**config.mk**
```make
export PLATFORM = sky130hd
export DESIGN_NAME = crp16_alu_issue
export DESIGN_NICKNAME = d
export VERILOG_FILES = /design/src/rtl/crp16_alu_issue.sv
export SDC_FILE = /design/constraint.sdc
export NUM_CORES = 1
export LEC_CHECK = 0
export ABC_AREA = 0
export CORE_AREA = 2 2 171 89
export DETAILED_ROUTE_END_ITERATION = 6
export DIE_AREA = 0 0 173 91
export GPL_TIMING_DRIVEN = 0
export HOLD_SLACK_MARGIN = 0.12
export PLACE_DENSITY = 0.76
export SLEW_MARGIN = 15
export SYNTH_ARGS = -nofsm -noshare
export SYNTH_HDL_FRONTEND = slang
export SYNTH_SLANG_ARGS = --single-unit
```
**constraint.sdc**
```tcl
create_clock -name clock -period 3.7 [get_ports clock]
set_clock_uncertainty 0.1 [all_clocks]
set_input_delay 0.555 -clock clock [delete_from_list [all_inputs] [get_ports clock]]
set_output_delay 0.555 -clock clock [all_outputs]
set_load 0.01 [all_outputs]
```
**src/rtl/crp16_alu_issue.sv**
```systemverilog
// crp16_alu_issue: two-stage issue wrapper around the crp16 ALU.
//   S1 holds the accepted request (op, operands, ALU select, setf).
//   S2 holds the ALU result, its flags, write-back and illegal markers.
//   A {v,c,n,z} flag register is loaded when a setf op retires, and
//   cond_true evaluates a 16-way branch condition from it.
// Optional feature macro: CRP16_ALU_ISSUE_FLAG_FWD_EN
//   Defined   : cond_true sees the retiring S2 flags in the cycle they load.
//   Undefined : cond_true sees only the registered flags (one cycle later).

// Combinational 16-bit ALU. Shift amount is b[3:0]; for shifts, c is the
// last bit shifted out (0 for a zero shift) and v is 0. Logic ops clear c, v.
// SUB carry is "no borrow" (a + ~b + 1 carry-out).
module crp16_alu (
  input  logic [3:0]  sel,
  input  logic [15:0] a,
  input  logic [15:0] b,
  output logic [15:0] result,
  output logic        v,
  output logic        c,
  output logic        n,
  output logic        z
);

  // Result and flag generation for the selected operation.
  always_comb begin
    // NOTE: every output gets a default first so no path leaves it unassigned (no latch).
    result = '0;
    c      = 1'b0;
    v      = 1'b0;
    unique case (sel)
      4'b0000: begin
        {c, result} = {1'b0, a} + {1'b0, b};
        v = (a[15] == b[15]) && (result[15] != a[15]);
      end
      4'b0001: begin
        {c, result} = {1'b0, a} + {1'b0, ~b} + 17'd1;
        v = (a[15] != b[15]) && (result[15] != a[15]);
      end
      4'b1000: {c, result} = {1'b0, a} << b[3:0];
      4'b1010: {result, c} = {a, 1'b0} >> b[3:0];
      4'b1011: {result, c} = $signed({a, 1'b0}) >>> b[3:0];
      4'b1100: result = a & b;
      4'b1101: result = a | b;
      4'b1110: result = ~a;
      4'b1111: result = a ^ b;
      default: result = '0;
    endcase
    n = result[15];
    z = (result == 16'h0000);
  end

endmodule

module crp16_alu_issue (
  input  logic        clock,
  input  logic        resetn,
  input  logic        in_valid,
  output logic        in_ready,
  input  logic [3:0]  in_op,
  input  logic [15:0] in_x,
  input  logic [15:0] in_y,
  input  logic        in_setf,
  output logic        out_valid,
  input  logic        out_ready,
  output logic [15:0] out_data,
  output logic        out_wb,
  output logic        out_illegal,
  input  logic [3:0]  cond,
  output logic        cond_true,
  output logic [3:0]  flags
);

  typedef enum logic [3:0] {
    OP_ADD = 4'd0, OP_SUB = 4'd1, OP_CMP = 4'd2, OP_SHL = 4'd3,
    OP_SHR = 4'd4, OP_SAR = 4'd5, OP_AND = 4'd6, OP_OR  = 4'd7,
    OP_NOT = 4'd8, OP_XOR = 4'd9
  } op_e;

  // Stage 1 state
  logic        s1_valid_q, s1_valid_d;
  logic [3:0]  s1_op_q,    s1_op_d;
  logic [15:0] s1_x_q,     s1_x_d;
  logic [15:0] s1_y_q,     s1_y_d;
  logic [3:0]  s1_sel_q,   s1_sel_d;
  logic        s1_setf_q,  s1_setf_d;

  // Stage 2 state
  logic        s2_valid_q,   s2_valid_d;
  logic [15:0] s2_data_q,    s2_data_d;
  logic [3:0]  s2_flags_q,   s2_flags_d;
  logic        s2_wb_q,      s2_wb_d;
  logic        s2_illegal_q, s2_illegal_d;
  logic        s2_setf_q,    s2_setf_d;

  // Architectural flag register {v,c,n,z}
  logic [3:0]  flags_q, flags_d;

  logic        s2_advance;
  logic        s1_advance;
  logic        accept;
  logic        flag_load;
  logic        s1_illegal;
  logic [3:0]  in_sel;
  logic [15:0] alu_result;
  logic        alu_v, alu_c, alu_n, alu_z;
  logic [3:0]  cond_flags;

  crp16_alu u_alu (
    .sel    (s1_sel_q),
    .a      (s1_x_q),
    .b      (s1_y_q),
    .result (alu_result),
    .v      (alu_v),
    .c      (alu_c),
    .n      (alu_n),
    .z      (alu_z)
  );

  // Handshake: a stage moves whenever the stage ahead of it can move.
  always_comb begin
    s2_advance = !s2_valid_q || out_ready;
    s1_advance = s2_advance;
    in_ready   = !s1_valid_q || s1_advance;
    accept     = in_valid && in_ready;
    flag_load  = s2_valid_q && out_ready && s2_setf_q && !s2_illegal_q;
    s1_illegal = (s1_op_q > OP_XOR);
  end

  // Opcode to ALU select; illegal ops run an ADD whose result is discarded.
  always_comb begin
    in_sel = 4'b0000;
    case (in_op)
      OP_ADD:         in_sel = 4'b0000;
      OP_SUB, OP_CMP: in_sel = 4'b0001;
      OP_SHL:         in_sel = 4'b1000;
      OP_SHR:         in_sel = 4'b1010;
      OP_SAR:         in_sel = 4'b1011;
      OP_AND:         in_sel = 4'b1100;
      OP_OR:          in_sel = 4'b1101;
      OP_NOT:         in_sel = 4'b1110;
      OP_XOR:         in_sel = 4'b1111;
      default:        in_sel = 4'b0000;
    endcase
  end

  // Stage 1 next state: empties or refills whenever in_ready is high.
  always_comb begin
    s1_valid_d = s1_valid_q;
    s1_op_d    = s1_op_q;
    s1_x_d     = s1_x_q;
    s1_y_d     = s1_y_q;
    s1_sel_d   = s1_sel_q;
    s1_setf_d  = s1_setf_q;
    if (in_ready) s1_valid_d = in_valid;
    if (accept) begin
      s1_op_d   = in_op;
      s1_x_d    = in_x;
      s1_y_d    = in_y;
      s1_sel_d  = in_sel;
      s1_setf_d = in_setf;
    end
  end

  // Stage 2 next state: captures the ALU output when S1 moves forward.
  always_comb begin
    s2_valid_d   = s2_valid_q;
    s2_data_d    = s2_data_q;
    s2_flags_d   = s2_flags_q;
    s2_wb_d      = s2_wb_q;
    s2_illegal_d = s2_illegal_q;
    s2_setf_d    = s2_setf_q;
    if (s1_advance) begin
      s2_valid_d = s1_valid_q;
      if (s1_valid_q) begin
        s2_data_d    = s1_illegal ? 16'h0000 : alu_result;
        s2_flags_d   = {alu_v, alu_c, alu_n, alu_z};
        s2_wb_d      = !s1_illegal && (s1_op_q != OP_CMP);
        s2_illegal_d = s1_illegal;
        s2_setf_d    = s1_setf_q;
      end
    end
  end

  // Flag register loads only when a legal setf op actually retires.
  always_comb begin
    flags_d = flag_load ? s2_flags_q : flags_q;
  end

  // All pipeline and flag state; async reset discards in-flight requests.
  always_ff @(posedge clock or negedge resetn) begin
    // NOTE: payload registers are reset too, so out_data/out_wb/out_illegal read 0 during reset.
    if (!resetn) begin
      s1_valid_q   <= 1'b0;
      s1_op_q      <= '0;
      s1_x_q       <= '0;
      s1_y_q       <= '0;
      s1_sel_q     <= '0;
      s1_setf_q    <= 1'b0;
      s2_valid_q   <= 1'b0;
      s2_data_q    <= '0;
      s2_flags_q   <= '0;
      s2_wb_q      <= 1'b0;
      s2_illegal_q <= 1'b0;
      s2_setf_q    <= 1'b0;
      flags_q      <= '0;
    end else begin
      // NOTE: non-blocking assignments so every flop samples pre-edge values.
      s1_valid_q   <= s1_valid_d;
      s1_op_q      <= s1_op_d;
      s1_x_q       <= s1_x_d;
      s1_y_q       <= s1_y_d;
      s1_sel_q     <= s1_sel_d;
      s1_setf_q    <= s1_setf_d;
      s2_valid_q   <= s2_valid_d;
      s2_data_q    <= s2_data_d;
      s2_flags_q   <= s2_flags_d;
      s2_wb_q      <= s2_wb_d;
      s2_illegal_q <= s2_illegal_d;
      s2_setf_q    <= s2_setf_d;
      flags_q      <= flags_d;
    end
  end

  // Flags seen by the condition evaluator.
  always_comb begin
`ifdef CRP16_ALU_ISSUE_FLAG_FWD_EN
    cond_flags = flag_load ? s2_flags_q : flags_q;
`else
    cond_flags = flags_q;
`endif
  end

  // Branch condition evaluation over {v,c,n,z}.
  always_comb begin
    logic fv, fc, fn, fz;
    {fv, fc, fn, fz} = cond_flags;
    cond_true = 1'b0;
    case (cond)
      4'd0:  cond_true = fz;
      4'd1:  cond_true = !fz;
      4'd2:  cond_true = fc;
      4'd3:  cond_true = !fc;
      4'd4:  cond_true = fn;
      4'd5:  cond_true = !fn;
      4'd6:  cond_true = fv;
      4'd7:  cond_true = !fv;
      4'd8:  cond_true = fc && !fz;
      4'd9:  cond_true = !fc || fz;
      4'd10: cond_true = (fn == fv);
      4'd11: cond_true = (fn != fv);
      4'd12: cond_true = !fz && (fn == fv);
      4'd13: cond_true = fz || (fn != fv);
      4'd14: cond_true = 1'b1;
      default: cond_true = 1'b0;
    endcase
  end

  // Output mapping.
  always_comb begin
    out_valid   = s2_valid_q;
    out_data    = s2_data_q;
    out_wb      = s2_wb_q;
    out_illegal = s2_illegal_q;
    flags       = flags_q;
  end

endmodule

```
# Word-level counts from Yosys, hierarchy flattened
# Memory sizes are Yosys's and may differ from the RTL's. A register that Yosys moved wholly into a read port is not among the register bits.
# Cells that the tools add are included.
# W data, S select, Z words.
dict set report totals {
  romBits 64
  elab_cells 85
  regBits 66
  memories 1
  output_inout_bits 25
  input_bits 45
}
# name depth width rd rd_clocked_by_memory_dff write_ports line
set mem_list {}
lappend mem_list {{(no name shown)} 16 4 1 1 0 132} ;# case (in_op)
dict set report op_classes {
  n_reduce_logical 26
  n_mux 5
  bitwise_logic 5
  shifts 3
  addsub 3
  order_cmp 1
  n_eq_ne 29
}
# op n
set ops {}
lappend ops {{$pmux W16 S9} 1}
lappend ops {{$eq A4 B4 Y1 const B} 14}
lappend ops {{$add A16 B16 Y17} 2}
lappend ops {{$not A16 Y16} 2}
lappend ops {{$add A17 B1 Y17 const B} 1}
lappend ops {{$shl A16 B4 Y17} 1}
lappend ops {{$shr A17 B4 Y17} 1}
lappend ops {{$sshr A17 B4 Y17} 1}
lappend ops {{$and A16 B16 Y16} 1}
lappend ops {{$eq A4 B3 Y1 const B} 4}
lappend ops {{$logic_not A16 Y1} 1}
lappend ops {{$mux W16} 1}
lappend ops {{$or A16 B16 Y16} 1}
lappend ops {{$xor A16 B16 Y16} 1}
lappend ops {{$pmux W1 S15} 1}
lappend ops {{$logic_and A1 B1 Y1} 9}
lappend ops {{$logic_not A1 Y1} 9}
lappend ops {{$eq A4 B1 Y1 const B} 2}
lappend ops {{$eq A4 B2 Y1 const B} 2}
lappend ops {{$logic_not A4 Y1} 2}
lappend ops {{$pmux W1 S5} 1}
lappend ops {{$gt A4 B4 Y1 const B} 1}
lappend ops {{$logic_or A1 B1 Y1} 4}
lappend ops {{$ne A1 B1 Y1} 4}
lappend ops {{4 further kinds} 5}

# Logic depth before layout (Yosys ltp)
dict set report logic_depth {
  word_depth 6
  mapped_depth 14
  depth_no_buf 13
}

# By module
# Synthesis repeated with hierarchy kept, for this count alone.
dict set report unflattened {
  cells_unflattened 813
  area_unflattened_um2 7215.7
}
# module cells_each area_each_um2 seq_area_each_um2 n_inst
set modules_own_cells {}
lappend modules_own_cells {crp16_alu 614 4396.7 0.0 1}
lappend modules_own_cells {crp16_alu_issue 199 2819.0 1751.7 1}

# Least setup slack after synthesis
# OpenSTA, ideal clock, no wires.
dict set report synth_path {
  path_kind {register to register}
  from {register s1_y_q[2]}
  to {register s2_flags_q[0]}
  path_buffers 3
  t_required_ps 3532
  setup_ps 68
  synth_period_minus_slack_ps 3630
  stages_incl_launch_ff 15
  path_slack_ps 70
  arrival_time_ps 3463
  path_cell_list {dfrtp_1 -> buf_2 -> buf_4 -> inv_2 -> buf_1 -> ha_1 -> nor2b_2 -> o31ai_4 -> a221o_1 -> o31a_1 -> or4_4 -> nor4_2 -> nand4_1 -> nor4_1 -> a32o_1}
}
dict set report synth_between {
  elab_chain_len 5
  word_cells_on_any_way 12
  cone_classes {add/sub: 3; shift: 3; mux: 1; bitwise: 4; reduce/logical: 1}
}
# item line
set synth_lines {}
lappend synth_lines {{from (decl)} 83} ;# logic [15:0] s1_y_q, s1_y_d;
lappend synth_lines {{from (signal assigned)} 211} ;# s1_y_q <= s1_y_d;
lappend synth_lines {{$not A16 Y16} 36} ;# {c, result} = {1'b0, a} + {1'b0, ~b} + 17'd1;
lappend synth_lines {{$add A16 B16 Y17} 36}
lappend synth_lines {{$add A17 B1 Y17} 36}
lappend synth_lines {{$pmux W16 S9 *} 30} ;# unique case (sel)
lappend synth_lines {{$logic_not A16 Y1 *} 49} ;# z = (result == 16'h0000);
lappend synth_lines {{to (signal assigned)} 216} ;# s2_flags_q <= s2_flags_d;
lappend synth_lines {{to (decl)} 90} ;# logic [3:0] s2_flags_q, s2_flags_d;
# Mark *: on every way between the ends. The rest lies on a longest branch, timed or not.
# A chain may end at the register's enable or synchronous reset.

# Worst setup path after layout
dict set report layout_path {
  from {register s1_x_q[2]}
  to {register s2_flags_q[3]}
}
dict set report layout_between {
  elab_chain_len 5
  word_cells_on_any_way 8
  cone_classes {add/sub: 3; eq/ne: 2; mux: 1; reduce/logical: 2}
}
# item line
set layout_lines {}
lappend layout_lines {{from (decl)} 82} ;# logic [15:0] s1_x_q, s1_x_d;
lappend layout_lines {{from (signal assigned)} 195} ;# s1_x_q <= '0;
lappend layout_lines {{from (signal assigned)} 210} ;# s1_x_q <= s1_x_d;
lappend layout_lines {{$add A16 B16 Y17} 36}
lappend layout_lines {{$add A17 B1 Y17} 36}
lappend layout_lines {{$ne A1 B1 Y1} 37} ;# v = (a[15] != b[15]) && (result[15] != a[15]);
lappend layout_lines {{$logic_and A1 B1 Y1} 37}
lappend layout_lines {{$pmux W1 S2 *} 30}
# Marked as above.

==> impl_metrics.csv <==
group,metric,value,unit
cells_and_area,syn2layout_area_growth,22.31,%
timing,slew_viol_final,0,
logic_synthesis,syn_inst,847,
power_and_ir_drop,design_power_total,5077,uW
logic_synthesis,synth_simple_gate_area_share,16.00,%
power_and_ir_drop,ir_drop,0.2697,mV
routing,dr_total_vias,8166,
run_status,status,"finished, final reports clean",
logic_synthesis,syn_nets,945,
setup_path,path_class,"register to register",
routing,ant_nets,0,
min_path,hp-class,"register to register",
logic_synthesis,synth_top_area_cell,"dfrtp_1",
routing,drtPass1Iterations,7,
logic_synthesis,yosysSeqAreaShare,23.24,%
logic_synthesis,synthTopCellsByCount,"dfrtp_1, nand2_1, o21ai_0",
grt,grt.overflow.total,0,
power_and_ir_drop,power_leakage,0.003793,uW
setup_path,cp_data_arrival_time,3.78,ns
cells_and_area,fin_util,64.94,%
clocking,root_buffer,"clkbuf_16",
flow_run,cap_violations,0,
routing,drt_iter0_markers,1270,
routing,routed_wl,32460,um
clocking,clkSinkCount,70,
placed_design,numPortBuffers,69,
routing,vias_per_cell,7.138,
logic_synthesis,postSynthAreaPerCell,8.899,um^2
logic_synthesis,ys_ff_latch,70,
setup_path,required,3.82,ns
timing,fmax,273.1,MHz
clocking,cts_buffers,9,
setup_path,crit_fanout,10,
logic_synthesis,synth.area.top_cells,"dfrtp_1, ha_1, mux2_2",
timing,final_hold_viol_count,0,
clocking,clk_pin_slew_worst_paths,0.07,ns
placed_design,hpwl,25180,um
die,chipWidth,173,um
timing,min_period,3.662,ns
cells_and_area,nets,1039,
die,dieArea,15740,um^2
logic_synthesis,synth_edf_count,0,
routing,wire_per_inst,28.37,um
logic_synthesis,synth_xor_area_share,0.6972,%
setup_path,critPathLaunchType,"register",
logic_synthesis,synth_mux_area_share,19.31,%
grt,grt_pass1_wl,47600,um
clocking,clk_latency,0.35,ns
timing,fin_crit_sh,98.98,%
timing,hold_slack,0.3831,ns
logic_synthesis,synth_fa_ha_area_share,8.997,%
timing,worst_pin_slew,0.9987,ns
logic_synthesis,ys_async_sr_fraction,100.0,%
timing,setup_violations,0,
placed_design,routabilityCongestion,1.062,
logic_synthesis,synthesis.area,7537,um^2
die,rows,31,
grt,antenna_found_initial,0,
die,core,14200,um^2
clocking,clockBufferDepth,2,
power_and_ir_drop,p_per_area,550.7,nW/um^2
grt,grt_pass1_vias,7435,
logic_synthesis,yosysTopAreaCellShare,23.24,%
logic_synthesis,synth_top_family_by_area,"compound AO/OA/AOI/OAI gates",
die,die_h,91,um
timing,slew_headroom,33.42,%
die,ios,70,
grt,track_usage,40.53,%
logic_synthesis,yosysMostFrequentCell,"dfrtp_1",
clocking,h-tree-depth,3,
logic_synthesis,synth_compound_area_share,23.92,%
logic_synthesis,yosysUniqueCellTypes,92,
logic_synthesis,ys.warnings.count,0,
clocking,cts_tree,"built",
die,start_util,53.09,%
grt,grt_max_degree,41,
setup_path,endpoint_kind,"register",
routing,drc_errors,0,
logic_synthesis,synth_flop_cell,"dfrtp_1",
cells_and_area,drive_above_1_share,23.39,%
-- layout by cell type, fill, tap and decap left out, drive strengths merged, types with 12 or more instances in the layout --
| master | netlist | final |
|---|---|---|
| clkdlybuf4s50 | 0 | 68 |
| nand3 | 16 | 16 |
| o21ai | 64 | 64 |
| mux2 | 53 | 53 |
| o22ai | 12 | 12 |
| nor2 | 56 | 56 |
| ha | 51 | 51 |
| buf | 37 | 56 |
| dfrtp | 70 | 70 |
| nor3 | 18 | 18 |
| a31oi | 12 | 12 |
| clkbuf | 33 | 37 |
| nand2 | 61 | 61 |
| a211oi | 15 | 15 |
| a21oi | 42 | 42 |
| mux4 | 28 | 28 |
| nand2b | 13 | 13 |
| mux2i | 22 | 22 |
| inv | 54 | 55 |
-- logic make-up after synthesis --
logic type | after synthesis
DFF | 70
muxes | 103
buffers and inverters | 125
and+or+nand+nor | 233
xor gates and xnor gates | 6
adders and majority gates | 53
AOI/OAI and AO/OA | 257
-- cell type report --
type                            count  area [um^2]
Clock buffer                        9        225.2
Fill cell                        1244         4977
Timing Repair Buffer               85        818.3
Clock inverter                      6        63.81
Sequential cell                    70         1764
Buffer                             68        436.7
Multi-Input combinational cell    652         5441
Inverter                           55        219.0
Antenna cell                        1        2.502
Tap cell                          198        247.7
-- worst max-delay path: stages (launching register included) --
cell and delay, ns:
dfrtp_1 0.45, buf_2 0.29, inv_1 0.14, ha_4 0.34, or2_1 0.14, a41o_1 0.30, o21ai_2 0.16, a311oi_2 0.40
o21ai_1 0.17, a221oi_2 0.39, xnor2_1 0.10, a221o_1 0.38, a21boi_1 0.16
-- stage by stage --
stage | TNS, ns | std cells | area, um^2 | worst slack (ns)
4_1_cts | 0 | 1131 | 8931 | 0.01019
3_3_place_gp | -41.43 | 1114 | 8476 | -0.9256
5_1_grt | -0.07743 | 1143 | 9216 | -0.05362
2_1_floorplan | 0 | 847 | 7537 | 0.06952
6_report | 0 | 1144 | 9219 | 0.03768
3_5_place_dp | -6.293 | 1116 | 8504 | -0.9271
-- registers in the layout (all words and copies together), names as in the netlist, 4 cells and up --
name,count
flags,4
out_data,16
s1_op_q,4
s1_sel_q,4
s1_x_q,16
s1_y_q,16
s2_flags_q,4
-- where the power goes --
group	switching [uW]	internal (uW)
clock network	386	518
logic	1770	1260
registers	210	938
total	2360	2720
-- timing repair --
action,CTS,global route
resized for setup,39,57
pin swaps,4,9
endpoints found under the setup margin,15,7
hold buffers,1,0
endpoints found under the hold margin,30,0
buffers inserted,0,13
-- final timing paths --
path                         startpoint             to  slack (ns)  cells after the start
max in group asynchronous        resetn    s1_sel_q[2]        2.32                      3
max reg2reg                   s1_x_q[2]  s2_flags_q[3]        0.04                     12
max                           s1_x_q[2]  s2_flags_q[3]        0.04                     12
min in group asynchronous        resetn      s1_x_q[5]        0.59                      2
min reg2reg                out_data[13]   out_data[13]        0.38                      2
min                        out_data[13]   out_data[13]        0.38                      2
-- routing by layer --
layer	track usage, %	part of all wire, %
met4	7.768	1.8
met3	21.82	20
met1	61.19	43
met2	48.93	35
met5	0	0
Power figures use the tool's default switching activity.
